File: config.mk
export PLATFORM = sky130hd
export DESIGN_NAME = rc_charge_sequencer
export DESIGN_NICKNAME = d
export VERILOG_FILES = /design/src/rtl/rc_charge_sequencer.sv
export SDC_FILE = /design/constraint.sdc
export NUM_CORES = 1
export LEC_CHECK = 0
export CAP_MARGIN = 15
export CORE_AREA = 2 2 58 81
export DETAILED_ROUTE_END_ITERATION = 6
export DIE_AREA = 0 0 60 83
export GPL_ROUTABILITY_DRIVEN = 0
export HOLD_SLACK_MARGIN = 0.12
export PLACE_DENSITY = 0.77
export SLEW_MARGIN = 20
export SYNTH_ARGS = -nofsm -noshare
export SYNTH_HDL_FRONTEND = slang
export SYNTH_SLANG_ARGS = --single-unit
export TNS_END_PERCENT = 100
File: constraint.sdc
create_clock -name clk -period 2.2 [get_ports clk]
set_input_delay 0.22 -clock clk [delete_from_list [all_inputs] [get_ports clk]]
set_output_delay 0.22 -clock clk [all_outputs]
set_load 0.05 [all_outputs]
File: src/rtl/rc_charge_sequencer.sv
// Single-slope RC time-constant meter: dump C, charge through R, count cycles
// until the synchronised comparator trips, then report count and fault flags.
module rc_charge_sequencer #(
    parameter int CNT_W        = 16,
    parameter int DISCH_CYCLES = 64,
    parameter int TIMEOUT      = 65535
) (
    input  logic             clk,
    input  logic             rst,
    input  logic             start,
    input  logic             abort,
    input  logic             cmp_in,
    output logic             drive_en,
    output logic             dump_en,
    output logic             busy,
    output logic             done,
    output logic [CNT_W-1:0] count,
    output logic             timeout_flag,
    output logic             precharge_err
);

    localparam logic [2:0] ST_IDLE   = 3'd0;
    localparam logic [2:0] ST_DISCH  = 3'd1;
    localparam logic [2:0] ST_GAP1   = 3'd2;
    localparam logic [2:0] ST_CHECK  = 3'd3;
    localparam logic [2:0] ST_CHARGE = 3'd4;
    localparam logic [2:0] ST_DONE   = 3'd5;

    localparam logic [CNT_W-1:0] DISCH_LAST = CNT_W'(DISCH_CYCLES - 1);
    localparam logic [CNT_W-1:0] TIMEOUT_C  = CNT_W'(TIMEOUT);
    localparam logic [CNT_W-1:0] CNT_ZERO   = '0;
    localparam logic [CNT_W-1:0] CNT_ONE    = CNT_W'(1);

    logic [2:0]       state_q, state_d;
    logic [CNT_W-1:0] cnt_q, cnt_d;
    logic [CNT_W-1:0] count_q, count_d;
    logic             timeout_flag_q, timeout_flag_d;
    logic             precharge_err_q, precharge_err_d;
    logic             drive_en_q, drive_en_d;
    logic             dump_en_q, dump_en_d;
    logic             busy_q, busy_d;
    logic             done_q, done_d;
    logic             sync1_q, sync2_q;
    logic             cmp_s;

    assign cmp_s = sync2_q;

    // Next-state, counter and result logic; one counter serves as the
    // discharge timer and the charge counter since the phases never overlap.
    always_comb begin
        state_d         = state_q;
        cnt_d           = cnt_q;
        count_d         = count_q;
        timeout_flag_d  = timeout_flag_q;
        precharge_err_d = precharge_err_q;
        case (state_q)
            ST_IDLE: begin
                if (start && !abort) begin
                    state_d = ST_DISCH;
                    cnt_d   = CNT_ZERO;
                end else begin
                    state_d = ST_IDLE;
                end
            end
            ST_DISCH: begin
                if (abort) begin
                    state_d = ST_IDLE;
                end else if (cnt_q == DISCH_LAST) begin
                    state_d = ST_GAP1;
                end else begin
                    cnt_d = cnt_q + CNT_ONE;
                end
            end
            ST_GAP1: begin
                if (abort) begin
                    state_d = ST_IDLE;
                end else begin
                    state_d = ST_CHECK;
                end
            end
            ST_CHECK: begin
                if (abort) begin
                    state_d = ST_IDLE;
                end else if (cmp_s) begin
                    state_d         = ST_DONE;
                    count_d         = CNT_ZERO;
                    timeout_flag_d  = 1'b0;
                    precharge_err_d = 1'b1;
                end else begin
                    state_d = ST_CHARGE;
                    cnt_d   = CNT_ZERO;
                end
            end
            ST_CHARGE: begin
                if (abort) begin
                    state_d = ST_IDLE;
                end else if (cmp_s) begin
                    state_d         = ST_DONE;
                    count_d         = cnt_q;
                    timeout_flag_d  = 1'b0;
                    precharge_err_d = 1'b0;
                end else if (cnt_q == TIMEOUT_C) begin
                    state_d         = ST_DONE;
                    count_d         = TIMEOUT_C;
                    timeout_flag_d  = 1'b1;
                    precharge_err_d = 1'b0;
                end else begin
                    cnt_d = cnt_q + CNT_ONE;
                end
            end
            ST_DONE: begin
                state_d = ST_IDLE;
            end
            default: begin
                state_d = ST_IDLE;
            end
        endcase
    end

    // Outputs are decoded from the next state so the flops track the state;
    // the GAP1/CHECK states give break-before-make between the two switches.
    always_comb begin
        drive_en_d = (state_d == ST_CHARGE);
        dump_en_d  = (state_d == ST_DISCH);
        busy_d     = (state_d != ST_IDLE);
        done_d     = (state_d == ST_DONE);
    end

    // State, result and comparator synchroniser registers.
    always_ff @(posedge clk) begin
        if (rst) begin
            state_q         <= ST_IDLE;
            cnt_q           <= CNT_ZERO;
            count_q         <= CNT_ZERO;
            timeout_flag_q  <= 1'b0;
            precharge_err_q <= 1'b0;
            drive_en_q      <= 1'b0;
            dump_en_q       <= 1'b0;
            busy_q          <= 1'b0;
            done_q          <= 1'b0;
            sync1_q         <= 1'b0;
            sync2_q         <= 1'b0;
        end else begin
            state_q         <= state_d;
            cnt_q           <= cnt_d;
            count_q         <= count_d;
            timeout_flag_q  <= timeout_flag_d;
            precharge_err_q <= precharge_err_d;
            drive_en_q      <= drive_en_d;
            dump_en_q       <= dump_en_d;
            busy_q          <= busy_d;
            done_q          <= done_d;
            sync1_q         <= cmp_in;
            sync2_q         <= sync1_q;
        end
    end

    assign drive_en      = drive_en_q;
    assign dump_en       = dump_en_q;
    assign busy          = busy_q;
    assign done          = done_q;
    assign count         = count_q;
    assign timeout_flag  = timeout_flag_q;
    assign precharge_err = precharge_err_q;

endmodule
== Yosys cells after proc, flatten, opt, wreduce, memory -nomap -nowiden ==
Cells that the tools add are included.
Cells by class
  reductions and logical operators: 8
  muxes and demuxes: 37
  eq/ne operators: 19
  add/subtract/negate cells: 1
Operators with widths (number)
  $mux W16: 13
  $pmux W16 S4: 1
  $pmux W16 S2: 1
  $mux W3: 6
  $ne A2 B2 Y1 const B: 9
  $add A16 B1 Y16 const B: 1
  $eq A16 B16 Y1 const B: 1
  $eq A16 B6 Y1 const B: 1
  $pmux W3 S5: 1
  $mux W1: 12
  $eq A3 B3 Y1 const B: 3
  $reduce_and A9 Y1: 1
  $eq A3 B1 Y1 const B: 2
  $eq A3 B2 Y1 const B: 2
  $reduce_and A5 Y1: 1
  $pmux W1 S2: 2
  $reduce_bool A4 Y1: 1
  $logic_not A3 Y1: 1
  $ne A3 B3 Y1 const B: 1
  $reduce_bool A3 Y1: 1
  $mux W2: 1
  $reduce_bool A2 Y1: 1
  $logic_and A1 B1 Y1: 1
  $logic_not A1 Y1: 1
Word-level totals
  word-level logic and storage cells: 76
  register bits: 43
  bits of input ports: 5

== Logic depth before layout (Yosys ltp) ==
Gate-level depths: netlist (run 1).
  depth in word-level cells: 6
  gate-level depth with buffers: 8
  depth with buffers taken out: 6

== Worst setup path after synthesis (run 1) ==
No wires, ideal clock.
  path type: reg-to-reg
  start: reg cnt_q[0]
  end: reg cnt_q[4]
  path slack: 267 ps
  required time: 2130 ps
  cell stages (with the launch flop): 9
  library setup time: 70 ps
  arrival time: 1862 ps
  path through: dfxtp_1 > ha_1 > and3_1 > and4_1 > buf_6 > a21bo_1 > buf_2 > or4_1 > a21oi_1
On the way
  word-level cells in the longest chain between the ends: 5
  elaborated cells on any way between the ends: 12
  those cells by class: add/sub: 1; eq/ne: 4; mux: 6; reduce/logical: 1
RTL lines
  start, declared: line 35  | logic [CNT_W-1:0] cnt_q, cnt_d;
  start signal, assigned: line 145  | cnt_q <= cnt_d;
  $add A16 B1 Y16: line 71, 108
  $mux W16: line 102  | end else if (cnt_q == TIMEOUT_C) begin
  $mux W16: line 97  | end else if (cmp_s) begin
  $mux W16: line 95  | if (abort) begin
  $pmux W16 S4: line 56  | case (state_q)
Parallel ways exist; a longest one is shown, timed or not. The select of a mux whose other input is x is not followed.
A chain may end at the register's enable or synchronous reset.

== Final worst setup path (run 1) ==
  start: reg cnt_q[1]
  end: reg cnt_q[10]
The elaborated chain is that of the path after synthesis.

==> results of run 1 <==
[metrics by stage]
step           cells  power [µW]  worst slack (ns)  area [µm²]
6_report         358        1620             0.153        2740
5_1_grt          358        1690           0.00758        2740
4_1_cts          358        1640            0.0761        2730
3_5_place_dp     350         921            0.0297        2590
3_3_place_gp     350         919            0.0902        2590
2_1_floorplan    270         886             0.267        2270
[layer usage]
layer / track usage (%) / wire length, µm / up-vias / share of wire [%]
li1: - / - / 1068 / -
met1: 27.8 / 2340 / 970 / 45
met2: 36.4 / 2560 / 60 / 49
met3: 4.67 / 185 / 12 / 3.6
met4: 9.70 / 110 / 0 / 2.1
met5: 0 / 0 / - / 0
[power groups by stage]
stage / Sequential, µW / Clock, µW / Combinational, µW
detailed placement: 806 / 0 / 114
global route: 789 / 770 / 129
global placement: 806 / 0 / 114
CTS: 788 / 739 / 115
finish: 788 / 718 / 118
floorplan: 813 / 0 / 73.0
[cells in the final DEF, fill, tap and decap left out, types with 2 or more instances in the layout]
| cell type | n |
|---|---|
| o31ai_1 | 8 |
| a211oi_1 | 5 |
| nand3_1 | 5 |
| nand4_2 | 2 |
| and2_1 | 2 |
| or2_2 | 2 |
| nor3_1 | 4 |
| buf_4 | 18 |
| o21ai_1 | 11 |
| and3_1 | 3 |
| and4_1 | 4 |
| clkdlybuf4s50_1 | 26 |
| nand2_1 | 11 |
| or4_1 | 6 |
| bufinv_16 | 2 |
| nor4_1 | 6 |
| clkbuf_8 | 5 |
| o21ai_0 | 11 |
| o31a_1 | 2 |
| a21o_1 | 3 |
| nand4_1 | 21 |
| a21oi_1 | 37 |
| o21a_1 | 3 |
| nor2b_1 | 5 |
| nand2b_1 | 15 |
| dfxtp_1 | 43 |
| nor3b_1 | 2 |
| nand3b_1 | 2 |
| nor2_1 | 15 |
[worst paths after layout]
| kind | start | endpoint | slack (ns) | depth (start not counted) |
|---|---|---|---|---|
| max | cnt_q[1]$_SDFFE_PP0P_ | cnt_q[10]$_SDFFE_PP0P_ | 0.15 | 6 |
| min | sync1_q$_SDFF_PP0_ | cmp_s$_SDFF_PP0_ | 0.44 | 1 |
| max reg2reg | cnt_q[1]$_SDFFE_PP0P_ | cnt_q[10]$_SDFFE_PP0P_ | 0.15 | 6 |
| min reg2reg | sync1_q$_SDFF_PP0_ | cmp_s$_SDFF_PP0_ | 0.44 | 1 |
[area by class of cell]
class	instances	share of cell area [%]
clock buffer	6	2.65
timing repair buffer	44	14.4
sequential	43	31.4
multi-input combinational	203	46.6
clock inverter	2	2.19
tap	60	2.74
[registers in the layout, summed over array words and instances (netlist names)]
signal	flops
count	16
done	1
sync1_q	1
state_q	3
busy	1
cmp_s	1
precharge_err	1
dump_en	1
cnt_q	16
drive_en	1
timeout_flag	1
[kinds of logic after synthesis]
family	after synthesis	synth area share, %
flip-flops	43	37.9
buffers and inverters	24	6.34
AO/OA/AOI/OAI	87	23.2
AND/OR/NAND/NOR	114	31.5
adder cells (fa/ha/maj)	1	0.551
XOR/XNOR	1	0.386
[critical path: cells and delay by family, from the launching register on]
| family | cells | cell delay, ns |
|---|---|---|
| AOI/OAI and AO/OA | 2 | 0.47 |
| adders and majority gates | 1 | 0.24 |
| DFF | 1 | 0.37 |
| and+or+nand+nor | 3 | 0.91 |
==> metrics.txt, run 1 <==
core area=about 4200 µm²; # rows=28; CTS tree=yes; most frequent cells after synthesis=dfxtp_1 (43), a21oi_1 (38), nand4_1 (21); initial antenna violation count=0; setup TNS=0 ns; Worst setup SP type=register; io pins=27; Setup crit end kind=register; iteration-0 DRC count of the detailed router=117; Synth area leader=dfxtp_1; slew of the pin with the lowest slew margin=~0.52 ns; combinational share of power=under 10%; postcts setup bufs=0; status=completed; vias per cell=between 5 and 6; CP cell instances=ha_1, and3_1, and4_1, a21bo_2, or4_1, a21oi_1; vias in the first global route=slightly below 2000; critical path's largest stage delay=0.48 ns; Syn Inst Count=270; Mean Syn Cell Area=around 8.4 µm²; hold_ws=between 0.4 and 0.5 ns; final core occ=between 60% and 70%; ys async rst share=0%; die area=4980 µm²; global-route wire length before repair=8.87 mm; post-synth top area share=a little under two fifths; clock share of power=44.2%; Clock Tree Buf Depth=2; CP max stage cell=or4_1; Pins Over Slew Limit=0; post-cts gate resize count=0; Yosys reg bits=43; multi-input combinational cell area=1270 µm²; final number of hold-violating endpoints=0; number of flops mapped to enable cells by yosys=0; Port Buffer Count=26; critical path fanouts, max=11; crit path kind=register to register; f_max=roughly 500 MHz; largest net degree at the start of global routing=29; first-pass iteration count of the detailed router=4; P_sw=~340 µW; Synth Flop Type=dfxtp_1; clock slew at reported path FFs=about 0.08 ns; Post-Route Skew=0.00269 ns; Sequential Area=roughly 860 µm²; Ys Warns=0; initial cell density of the core=a little over half; clk_lat worst skew=a little under 0.3 ns; Slew HR=around two thirds; largest cells by area after synthesis=dfxtp_1 (38%), a21oi_1 (8.4%), nand4_1 (5.8%); dpl hpwl=3.71 mm; DRC Markers=0; CTS Hold Bufs=0; Fillers=between 300 and 400; vias post-DR=2110; Post-Syn Nets=276; GRT Total Usage=22.5%; H-tree lvl count=2; Inserted Clock Buffers=5; DR WL/cell=between 10 and 15 µm; fin crit share=93.0%; GRT overflow=0; most numerous cell in the Yosys netlist=dfxtp_1; Post-Syn Area=about 2300 µm²; Sw Ratio=21.1%; Power Density=593 nW/µm²; min Tclk post-route=just over 2 ns; hold crit path type=register to register; Cell variety after synth=47; Max-Cap Viols=0; share of power burned in registers=between 40% and 50%; CTS root buffer=clkbuf_8; critical path arrival=between 2 and 2.5 ns; fin nets=303; Post-Route WL=5.20 mm; post-synthesis sequential area ratio=between 30% and 40%; Antenna Nets Post-Route=0; Int Pwr=around 1300 µW; layout cells sized above 1=between 10% and 20%; DIE WIDTH=~60 µm; Area growth, synth to finish=20.7%; Leak=about 0.00092 µW; # diodes=0; die height=between 80 and 90 µm; endpoints failing setup=0; RSZ-0062 raised after global routing=false; Worst Path Required=~2.4 ns; Max VDD drop=around 0.32 mV; Num Clock Sinks=43
No activity file was read; power rests on OpenSTA's default activity.
==> run 2, diff against run 1 <==
--- a/config.mk
+++ b/config.mk
@@ -6,12 +6,11 @@
 export NUM_CORES = 1
 export LEC_CHECK = 0
 export CAP_MARGIN = 15
-export CORE_AREA = 2 2 58 81
+export CORE_AREA = 2 2 67 95
 export DETAILED_ROUTE_END_ITERATION = 6
-export DIE_AREA = 0 0 60 83
+export DIE_AREA = 0 0 69 97
 export GPL_ROUTABILITY_DRIVEN = 0
 export HOLD_SLACK_MARGIN = 0.12
-export PLACE_DENSITY = 0.77
 export SLEW_MARGIN = 20
 export SYNTH_ARGS = -nofsm -noshare
 export SYNTH_HDL_FRONTEND = slang
==> run 2 against run 1 <==
Net effect:
- clock skew grew 0.0039 ns
- combinational power grew 4%
- utilization shrank 16 points
- count of clock-buffer cells in the layout grew 1
- critical path depth grew 1
- via count shrank 0.47%
- critical path type unchanged
==> metrics.txt, run 2 (synthesized netlist as in run 1, its figures left out) <==
setup TNS=0 ns (unchanged); RSZ-0062 raised after global routing=false (unchanged); initial antenna violation count=0 (unchanged); clock slew at reported path FFs=0.08 ns (about the same); commonest non-fill, non-tap cell in the layout=dfxtp_1 (unchanged); die height=97 µm (was 83 µm); hold crit path type=register to register (unchanged); CTS tree=yes (unchanged); fin crit share=93.4% (was 93.0%); Power Density=531 nW/µm² (was 593 nW/µm²); dpl hpwl=4.03 mm (was 3.71 mm); most frequent cells in the layout=dfxtp_1 (42), a21oi_1 (37), clkdlybuf4s50_1 (26), buf_4 (24), nand4_1 (21) (was dfxtp_1 (43), a21oi_1 (37), clkdlybuf4s50_1 (26), nand4_1 (21), buf_4 (18)); Port Buffer Count=26 (unchanged); layout cells sized above 1=15.4% (was 13.1%); Worst Path Required=2.43 ns (about the same); hold_ws=0.452 ns (was 0.437 ns); final number of hold-violating endpoints=0 (unchanged); Area growth, synth to finish=22.6% (was 20.7%); Setup crit end kind=register (unchanged); clock share of power=38.2% (was 44.2%); CP max stage cell=a211o_2 (was or4_1); Sw Ratio=24.2% (was 21.1%); core area=5780 µm² (was 4240 µm²); reg2reg start=cnt_q[0]$_SDFFE_PP0P_ (was cnt_q[1]$_SDFFE_PP0P_); f_max=487 MHz (was 489 MHz); Max-Cap Viols=0 (unchanged); global-route wire length before repair=9.29 mm (was 8.87 mm); status=completed (unchanged); DRC Markers=0 (unchanged); vias post-DR=2100 (was 2110); Place WS=0.0741 ns (was 0.0297 ns); # diodes=0 (unchanged); final setup margin=0.145 ns (was 0.153 ns); Worst setup SP type=register (unchanged); Leak=0.000940 µW (was 0.000916 µW); critical path's largest stage delay=0.49 ns (was 0.48 ns); H-tree lvl count=2 (unchanged); share of power burned in registers=53.5% (was 48.5%); CP cell instances=ha_1, nand4_1, nor4_4, a211o_2, buf_4, or3_1, a21oi_1 (was ha_1, and3_1, and4_1, a21bo_2, or4_1, a21oi_1); crit path kind=register to register (unchanged); min Tclk post-route=2.05 ns (about the same); slew of the pin with the lowest slew margin=0.535 ns (was 0.523 ns); worst setup path startpoint=cnt_q[0]$_SDFFE_PP0P_ (was cnt_q[1]$_SDFFE_PP0P_); Inserted Clock Buffers=5 (unchanged); die area=6690 µm² (was 4980 µm²); critical path fanouts, max=19 (was 11); Post-Route WL=5.48 mm (was 5.20 mm); CTS root buffer=clkbuf_8 (unchanged); DR WL/cell=14.6 µm (was 14.5 µm); endpoints failing setup=0 (unchanged); combinational share of power=8.4% (was 7.2%); io pins=27 (unchanged); P_sw=357 µW (was 342 µW); vias in the first global route=1953 (was 1966); clk_lat worst skew=0.30 ns (was 0.29 ns); GRT Total Usage=16.7% (was 22.5%); iteration-0 DRC count of the detailed router=110 (was 117); Hold Path Origin=sync1_q$_SDFF_PP0_ (unchanged); DIE WIDTH=69 µm (was 60 µm); Max VDD drop=0.204 mV (was 0.325 mV); Int Pwr=1120 µW (was 1280 µW); GRT overflow=0 (unchanged); critical path arrival=2.29 ns (was 2.28 ns); first-pass iteration count of the detailed router=4 (unchanged); vias per cell=5.60 (was 5.89); Antenna Nets Post-Route=0 (unchanged); Slew HR=64.2% (was 65.1%); Clock Tree Buf Depth=2 (unchanged); # rows=33 (was 28); fin nets=310 (was 303); largest net degree at the start of global routing=21 (was 29); CTS Hold Bufs=0 (unchanged); Pins Over Slew Limit=0 (unchanged); Post-Route Skew=0.00659 ns (was 0.00269 ns); Num Clock Sinks=43 (unchanged); initial cell density of the core=39.2% (was 53.5%)
run 2: worst paths after layout:
kind / end / cells past startpoint / slack (ns)
worst max-delay path: cnt_q[0]$_SDFFE_PP0P_ / 7 / 0.15
worst min-delay path: cmp_s$_SDFF_PP0_ / 1 / 0.45
worst max register to register: cnt_q[0]$_SDFFE_PP0P_ / 7 / 0.15
worst min register to register: cmp_s$_SDFF_PP0_ / 1 / 0.45
run 2: routing by layer:
| layer | track usage [%] | part of all wire [%] |
|---|---|---|
| met1 | 20.6 | 46 |
| met3 | 3.13 | 3.5 |
| met4 | 7.09 | 2.0 |
| met2 | 28.3 | 48 |
| met5 | 0 | 0 |
run 2: cell type report:
cell class / instances / area, µm²
sequential: 43 / 862
clock inverter: 1 / 7.51
tap: 70 / 87.6
clock buffer: 7 / 96.3
timing repair buffer: 51 / 460
fill: 579 / 3000
multi-input combinational: 203 / 1270
run 2: what timing repair did:
| action | in CTS | in global routing |
|---|---|---|
| buffers inserted | 0 | 0 |
| endpoints found under the setup margin | 0 | 5 |
| resized for setup | 0 | 2 |
run 2: power by group through the flow:
stage               Clock [µW]  Sequential, µW  Combinational (µW)
floorplan                    0             813                73.0
global placement             0             807                 123
detailed placement           0             807                 123
CTS                        584             789                 123
global route               611             790                 135
finish                     564             789                 123
run 2: critical path, delay by kind of cell (launching register included):
family          cells  cell delay (ns)
buf+inv             1             0.22
compound gates      2             0.63
simple gates        3             0.58
flops               1             0.32
fa+ha+maj           1             0.24
run 2: metrics by stage:
stage / utilization [%] / area [µm²] / power, µW / cells
after floorplan: - / 2270 / 886 / 270
after global placement: 46.2 / 2670 / 930 / 367
after detailed placement: 46.2 / 2670 / 930 / 367
after CTS: 48.0 / 2780 / 1500 / 375
after global routing: 48.1 / 2780 / 1540 / 375
final: 48.1 / 2780 / 1480 / 375
==> run 3, diff against run 2 <==
==> constraint.sdc (replaced) <==
create_clock -name clk -period 2.2 [get_ports clk]
set_input_delay 0.22 -clock clk [delete_from_list [all_inputs] [get_ports clk]]
set_output_delay 0.22 -clock clk [all_outputs]
set_load 0.01 [all_outputs]
==> results of run 3 <==
The final DEF is identical to that of run 2. Status: completed.
Among the figures that moved: total power 1480 µW -> 1470 µW
